File: config.mk
export PLATFORM = sky130hd
export DESIGN_NAME = uart_rx
export DESIGN_NICKNAME = d
export VERILOG_FILES = /design/src/rtl/uart_defs_pkg.sv /design/src/rtl/sync_2ff.sv /design/src/rtl/uart_rx.sv
export SDC_FILE = /design/constraint.sdc
export NUM_CORES = 1
export LEC_CHECK = 0
export ABC_AREA = 1
export CORE_MARGIN = 4
export CORE_UTILIZATION = 60
export CTS_CLUSTER_DIAMETER = 50
export DETAILED_ROUTE_END_ITERATION = 7
export DONT_BUFFER_PORTS = 1
export GPL_ROUTABILITY_DRIVEN = 0
export MAX_ROUTING_LAYER = met4
export PLACE_DENSITY = 0.83
export SLEW_MARGIN = 0
export SYNTH_ARGS = -nofsm -noshare
export SYNTH_HDL_FRONTEND = slang
export SYNTH_HIERARCHICAL = 1
export SYNTH_SLANG_ARGS = --single-unit
File: constraint.sdc
create_clock -name clk -period 3.74 [get_ports clk]
set_input_delay 0.374 -clock clk [delete_from_list [all_inputs] [get_ports clk]]
set_output_delay 0.374 -clock clk [all_outputs]
set_load 0.02 [all_outputs]
File: src/rtl/uart_defs_pkg.sv
// Constants and state encoding shared by the UART transmit and receive blocks.
package uart_defs_pkg;

  localparam int unsigned CLKS_PER_BIT_DEF = 434;
  localparam int unsigned DATA_BITS        = 8;

  typedef enum logic [2:0] {
    ST_IDLE      = 3'd0,
    ST_START     = 3'd1,
    ST_DATA      = 3'd2,
    ST_STOP      = 3'd3,
    ST_WAIT_HIGH = 3'd4
  } rx_state_e;

endpackage

File: src/rtl/sync_2ff.sv
// Two-flop synchroniser for a single asynchronous input, reset to RST_VAL.
module sync_2ff #(
  parameter logic RST_VAL = 1'b1
) (
  input  logic clk,
  input  logic rst,
  input  logic d_i,
  output logic q_o
);

  logic meta_q;
  logic sync_q;

  always_ff @(posedge clk) begin
    if (rst) begin
      meta_q <= RST_VAL;
      sync_q <= RST_VAL;
    end else begin
      meta_q <= d_i;
      sync_q <= meta_q;
    end
  end

  assign q_o = sync_q;

endmodule

File: src/rtl/uart_rx.sv
// 8N1 UART receiver: mid-bit sampling, one-cycle done/framing-error pulses.
module uart_rx
  import uart_defs_pkg::*;
#(
  parameter int unsigned CLKS_PER_BIT = CLKS_PER_BIT_DEF
) (
  input  logic                 clk,
  input  logic                 rst,
  input  logic                 rx_i,
  output logic [DATA_BITS-1:0] data_o,
  output logic                 rx_done_o,
  output logic                 frame_err_o,
  output logic                 busy_o
);

  localparam int unsigned CNT_W = $clog2(CLKS_PER_BIT);
  localparam int unsigned BIT_W = $clog2(DATA_BITS);
  localparam logic [CNT_W-1:0] CNT_LAST = CNT_W'(CLKS_PER_BIT - 1);
  localparam logic [CNT_W-1:0] CNT_HALF = CNT_W'(CLKS_PER_BIT / 2 - 1);
  localparam logic [BIT_W-1:0] BIT_LAST = BIT_W'(DATA_BITS - 1);

  logic                 rx_s;
  rx_state_e            state_q, state_d;
  logic [CNT_W-1:0]     clk_cnt_q, clk_cnt_d;
  logic [BIT_W-1:0]     bit_cnt_q, bit_cnt_d;
  logic [DATA_BITS-1:0] shift_q, shift_d;
  logic [DATA_BITS-1:0] data_q, data_d;
  logic                 done_q, done_d;
  logic                 err_q, err_d;

  sync_2ff #(.RST_VAL(1'b1)) u_sync (
    .clk (clk),
    .rst (rst),
    .d_i (rx_i),
    .q_o (rx_s)
  );

  always_ff @(posedge clk) begin
    if (rst) begin
      state_q   <= ST_IDLE;
      clk_cnt_q <= '0;
      bit_cnt_q <= '0;
      shift_q   <= '0;
      data_q    <= '0;
      done_q    <= 1'b0;
      err_q     <= 1'b0;
    end else begin
      state_q   <= state_d;
      clk_cnt_q <= clk_cnt_d;
      bit_cnt_q <= bit_cnt_d;
      shift_q   <= shift_d;
      data_q    <= data_d;
      done_q    <= done_d;
      err_q     <= err_d;
    end
  end

  // Next-state, counters and pulse generation; STOP leaves at mid-stop to catch back-to-back frames
  always_comb begin
    state_d   = state_q;
    clk_cnt_d = clk_cnt_q + CNT_W'(1);
    bit_cnt_d = bit_cnt_q;
    shift_d   = shift_q;
    data_d    = data_q;
    done_d    = 1'b0;
    err_d     = 1'b0;
    unique case (state_q)
      ST_IDLE: begin
        clk_cnt_d = '0;
        if (!rx_s) state_d = ST_START;
      end
      ST_START: begin
        if (clk_cnt_q == CNT_HALF) begin
          clk_cnt_d = '0;
          bit_cnt_d = '0;
          state_d   = rx_s ? ST_IDLE : ST_DATA;
        end
      end
      ST_DATA: begin
        if (clk_cnt_q == CNT_LAST) begin
          clk_cnt_d = '0;
          shift_d   = {rx_s, shift_q[DATA_BITS-1:1]};
          bit_cnt_d = bit_cnt_q + BIT_W'(1);
          if (bit_cnt_q == BIT_LAST) state_d = ST_STOP;
        end
      end
      ST_STOP: begin
        if (clk_cnt_q == CNT_LAST) begin
          clk_cnt_d = '0;
          if (rx_s) begin
            data_d  = shift_q;
            done_d  = 1'b1;
            state_d = ST_IDLE;
          end else begin
            err_d   = 1'b1;
            state_d = ST_WAIT_HIGH;
          end
        end
      end
      ST_WAIT_HIGH: begin
        clk_cnt_d = '0;
        if (rx_s) state_d = ST_IDLE;
      end
      default: begin
        clk_cnt_d = '0;
        state_d   = ST_IDLE;
      end
    endcase
  end

  assign data_o      = data_q;
  assign rx_done_o   = done_q;
  assign frame_err_o = err_q;
  assign busy_o      = (state_q != ST_IDLE);

endmodule
======== After elaboration in Yosys (flattened, before gate mapping) ========
Index checks and enable logic that the tools add are counted.
storage, ports and cells
  word-level logic and storage cells ...... 52
  register bits ........................... 35
  input port bits ......................... 3
  memory bits (read-only) ................. 0
  latch bits .............................. 0
  output and inout port bits .............. 11
  RAM bits ................................ 0
  memories ................................ 0
cells by class
  bitwise operators ....................... 2
  reductions and logical operators ........ 9
  $lt $le $gt $ge ......................... 0
  shift operators ......................... 0
  multiply operators ...................... 0
  multiplexer cells ....................... 17
  equal/unequal tests ..................... 13
  $add $sub $neg .......................... 2
  div/mod/pow operators ................... 0
operator list
  operator                                       count
  2-to-1 mux 3 bit                               9
  2-to-1 mux 9 bit                               2
  one-hot mux 9 bit (2 select lines)             1
  one-hot mux 3 bit (5 select lines)             1
  != test 2 bit, second input constant           5
  adder 9 x 1 -> 9 bit, second input constant    1
  == test 9 x 8 -> 1 bit, second input constant  1
  == test 9 bit, second input constant           1
  == test 3 x 2 -> 1 bit, second input constant  2
  == test 3 bit, second input constant           2
  one-hot mux 3 bit (2 select lines)             1
  AND reduction 3 bit                            2
  AND reduction 6 bit                            1
  adder 3 x 1 -> 3 bit, second input constant    1
  == test 3 x 1 -> 1 bit, second input constant  1
  logical NOT 3 bit                              1
  nonzero test 3 bit                             1
  OR reduction 3 bit                             1
  2-to-1 mux 1 bit                               2
  2-to-1 mux 2 bit                               1
  != test 2 x 1 -> 1 bit, second input constant  1
  inverter 1 bit                                 2
  AND reduction 2 bit                            1
  nonzero test 2 bit                             1
  OR reduction 2 bit                             1

======== Logic depth before layout (Yosys ltp) ========
  depth in word-level cells ............... 4
  gate-level depth with buffers ........... 12
  gate-level depth less buffers ........... 12

======== By module ========
Netlist, hierarchy kept.
by module, submodules not included
  module    cells each  sequential area each (µm²)  area an instance (µm²)  instances
  uart_rx   195         660.6                       1564.0                  1
  sync_2ff  7           40.0                        58.8                    1

======== Worst setup path before layout ========
OpenSTA, ideal clock, no wires.
  kind .................................... reg2reg
  start point ............................. reg clk_cnt_q[1]
  end point ............................... reg shift_q[0]
  setup time .............................. 116 ps
  path buffers ............................ 1
  arrival ................................. 1280 ps
  clock period less this slack ............ 1396 ps
  setup slack ............................. 2344 ps
  data required time ...................... 3624 ps
  stages on the path, launching flop included .. 11
  path through ............................ dfxtp_1 -> inv_1 -> ha_1 -> nand2_2 -> nor2_1 -> nand2_4 -> inv_4 -> nand2_4 -> buf_6 -> o21ai_1 -> a21oi_1
on the way
  cells in the longest elaborated chain, start to end .. 2
ends and longest elaborated chain
  element                        RTL line       text
  from (decl)                    uart_rx.sv:24  logic [CNT_W-1:0] clk_cnt_q, clk_cnt_d;
  from (signal assigned)         uart_rx.sv:49  clk_cnt_q <= clk_cnt_d;
  == test 9 bit                  uart_rx.sv:80  if (clk_cnt_q == CNT_LAST) begin
  AND reduction 2 bit (no line)  -
  to (signal assigned)           uart_rx.sv:51  shift_q <= shift_d;
  to (decl)                      uart_rx.sv:26  logic [DATA_BITS-1:0] shift_q, shift_d;
Every way passes these cells.
A chain may end at the register's enable or synchronous reset.

======== Worst setup path after layout ========
  start point ............................. reg clk_cnt_q[1]
  end point ............................... reg bit_cnt_q[2]
on the way
  cells in the longest elaborated chain, start to end .. 3
  elaborated cells between the ends (all ways) .. 5
  classes of those cells .................. eq/ne (4); reduce/logical (1)
ends and longest elaborated chain
  element                                                         RTL line                      text
  == test 9 bit / == test 9 x 8 -> 1 bit (equally long branches)  uart_rx.sv:80, uart_rx.sv:73
  != test 2 bit (no line)                                         -
  AND reduction 3 bit (no line) (*)                               -
  to (signal assigned)                                            uart_rx.sv:50                 bit_cnt_q <= bit_cnt_d;
  to (decl)                                                       uart_rx.sv:25                 logic [BIT_W-1:0] bit_cnt_q, bit_cnt_d;
Every way passes the cells marked *; elsewhere a longest branch is shown, timed or not.

==> qor.tcl <==
set qor(outcome) {completed}
set qor(path_clk_slew_ns) 0.11
set qor(number_of_cts_inserted_buffers) 5
set qor(synth.ff_latch_count) 35
set qor(post_route_cells_drive_above_1_share_pct) 17.5
set qor(avgSynthCellArea_um2) 8.03
set qor(vias_per_cell) 5.39
set qor(fin_crit_sh_pct) 42.2
set qor(detailed_place_hpwl_um) 2120
set qor(final_hold_viol_count) 0
set qor(drv_slew) 0
set qor(relSlewSlack_pct) 63.1
set qor(yosysSeqAreaShare_pct) 43.2
set qor(ys_dominant_reg_cell) {sky130_fd_sc_hd__dfxtp_1}
set qor(yosysWarningCount) 6
set qor(layout.cells.most_common) {sky130_fd_sc_hd__dfxtp_1}
set qor(num_antenna_cells) 0
set qor(drt-wirelength-per-cell_um) 12.0
set qor(grt_pass1_vias) 1214
set qor(worstMarginPinSlew_ns) 0.553
set qor(timing.setup.critical_path_class) {reg2reg}
set qor(ffs_w_async_s_r_synth_pct) 0
set qor(cp.required_ns) 3.98
set qor(synthesis.area_um2) 1620
set qor(p_r_area_growth_vs_syn_pct) 4.70
set qor(initial_core_util_pct) 64.3
set qor(total_wirelength_um) 2820
set qor(grt_first_pass_wirelength_um) 5220
set qor(core-area_um2) 2520
set qor(critPathCaptureType) {flip-flop}
set qor(cts-htree-levels) 2
set qor(grt_setup_unrepaired) {no}
set qor(irDropWorstVdd_mv) 0.555
set qor(number_of_instances_resized_during_post_cts_repair) 0
set qor(yosysTopAreaCellShare_pct) 43.2
set qor(leakage_nw) 0.724
set qor(postLayoutCellArea_um2) 1700
set qor(clk_latency_ns) 0.34
set qor(dpl_cell_area_um2) 1620
set qor(cts.path.max_buffers) 2
set qor(synth_area_leader_cell) {sky130_fd_sc_hd__dfxtp_1}
set qor(floorplan.rows) 18
set qor(totalNegativeSetupSlack_ns) 0
set qor(die_height_um) 60.0
set qor(final_cell_mix) {sky130_fd_sc_hd__dfxtp_1, sky130_fd_sc_hd__nor2_1, sky130_fd_sc_hd__nand2_1}
set qor(congestion_overflow_gr) 0
set qor(min_path_type) {in2reg}
set qor(crit_arrival_ns) 1.82
set qor(global_route.usage.total_pct) 20.0
set qor(achievable-frequency_mhz) 634
set qor(power_per_cell_area_nw_per_um2) 616
set qor(drtPass1Iterations) 7
set qor(tritoncts) {done}
set qor(drt.antenna.violating_nets) 0
set qor(max_stage_delay_ns) 0.34
set qor(die_width_um) 60.0
set qor(postCtsSetupBuffers) 0
set qor(critical-path-slowest-cell) {sky130_fd_sc_hd__dfxtp_1}
set qor(i_o_pin_cnt) 14
set qor(grt_max_degree) 23
set qor(path_max_fanout) 17
set qor(syn_inst_count) 202
set qor(cts-root-buf) {sky130_fd_sc_hd__clkbuf_4}
set qor(drt_iter0_drc) 67
set qor(dr_total_vias) 1273
set qor(final.min_clock_period_ns) 1.58
set qor(cell_by_cell_trace_of_the_critical_path) {inv_1 -> ha_1 -> nand2_2 -> nor2_1 -> nand2_4 -> inv_4 -> nand2_4 -> nand2_2 -> nand3_1 -> nand2_1 -> nor2_2}
set qor(synth.lib_cells_used.distinct) 29
set qor(placement.io_buffers) 0
set qor(start_kind) {flip-flop}
set qor(synth_edf_count) 0
set qor(finalClockSkew_ns) 0.0122
set qor(nNetsFinal) 213
set qor(cap_violations) 0
set qor(synthTopCellsByArea) {sky130_fd_sc_hd__dfxtp_1, sky130_fd_sc_hd__nor2_1, sky130_fd_sc_hd__nand2_1}
set qor(drc) 0
set qor(setup_viol) 0
set qor(fin_worst_hold_slack_ns) 0.0995
set qor(design.die.area_um2) 3600
set qor(postCtsHoldBufs) 0
set qor(cts.sink_count) 35
set qor(antenna_found_initial) 0
set qor(post_synthesis_net_count) 210
-- cell usage after synthesis (2+ instances only) --
master / number
sky130_fd_sc_hd__o21ai_0: 13
sky130_fd_sc_hd__nand2_4: 3
sky130_fd_sc_hd__nand2_2: 6
sky130_fd_sc_hd__a21oi_2: 3
sky130_fd_sc_hd__nor3_1: 8
sky130_fd_sc_hd__dfxtp_1: 35
sky130_fd_sc_hd__ha_1: 5
sky130_fd_sc_hd__nor2_4: 3
sky130_fd_sc_hd__inv_1: 23
sky130_fd_sc_hd__o21ai_2: 3
sky130_fd_sc_hd__nand2_1: 25
sky130_fd_sc_hd__nand4_1: 4
sky130_fd_sc_hd__inv_2: 4
sky130_fd_sc_hd__o21ai_1: 2
sky130_fd_sc_hd__xor2_1: 3
sky130_fd_sc_hd__a21oi_1: 16
sky130_fd_sc_hd__nor2_2: 3
sky130_fd_sc_hd__nand3_1: 6
sky130_fd_sc_hd__nor2_1: 27
-- critical path, delay by kind of cell (launching register included) --
family / cells / cell delay [ns]
DFF: 1 / 0.34
and+or+nand+nor: 8 / 0.82
buffers and inverters: 2 / 0.19
adders and majority gates: 1 / 0.16
-- cells by family (layout without fill, tap and decap cells) --
kind of cell | count (synthesis) | in the layout | share of synthesized area [%]
buf+inv | 32 | 36 | 9.25
compound gates | 39 | 39 | 14.4
xor+xnor | 4 | 4 | 2.16
simple gates | 87 | 87 | 27.1
fa+ha+maj | 5 | 5 | 3.86
flops | 35 | 35 | 43.2
-- layer usage --
layer	routed length, um	track usage, %
met4	45	7.28
met1	1230	23.9
met5	0	-
met3	175	7.34
met2	1370	30.7
-- metrics by stage --
step	setup slack, ns	std cells	util, %	power [W]
4_1_cts	2.14	236	67.4	0.00105
3_5_place_dp	2.16	228	64.1	0.000786
3_3_place_gp	2.24	228	64.1	0.000771
2_1_floorplan	2.34	202	-	0.000730
6_report	2.16	236	67.4	0.00105
5_1_grt	2.00	236	67.4	0.00113
-- registers in the layout, indices dropped and copies added, names as in the netlist --
name / flops
u_sync/q_o: 1
bit_cnt_q: 3
frame_err_o: 1
u_sync/meta_q: 1
rx_done_o: 1
shift_q: 8
state_q: 3
clk_cnt_q: 9
data_o: 8
-- cell type report --
cell class	instances	area, um^2
flip-flops and latches	35	701
fillers	210	823
multi-input cells	135	772
inverters	28	108
clock buffers	5	37.5
well taps	30	37.5
clock inverters	3	43.8
-- power by group --
group,switching (W),leakage [nW],internal (W)
Combinational,0.000218,0.396,0.000116
Clock,0.000129,0.0452,0.000141
Sequential,0.0000384,0.283,0.000405
-- final timing paths --
| path | depth (start not counted) | slack, ns | from | end |
|---|---|---|---|---|
| worst max-delay path | 11 | 2.16 | clk_cnt_q[1] | bit_cnt_q[2] |
| worst min-delay path | 1 | 0.1 | rst | frame_err_o |
| worst max register to register | 11 | 2.16 | clk_cnt_q[1] | bit_cnt_q[2] |
| worst min register to register | 2 | 0.43 | u_sync/meta_q | u_sync/q_o |
No activity file was read; power rests on OpenSTA's default activity.
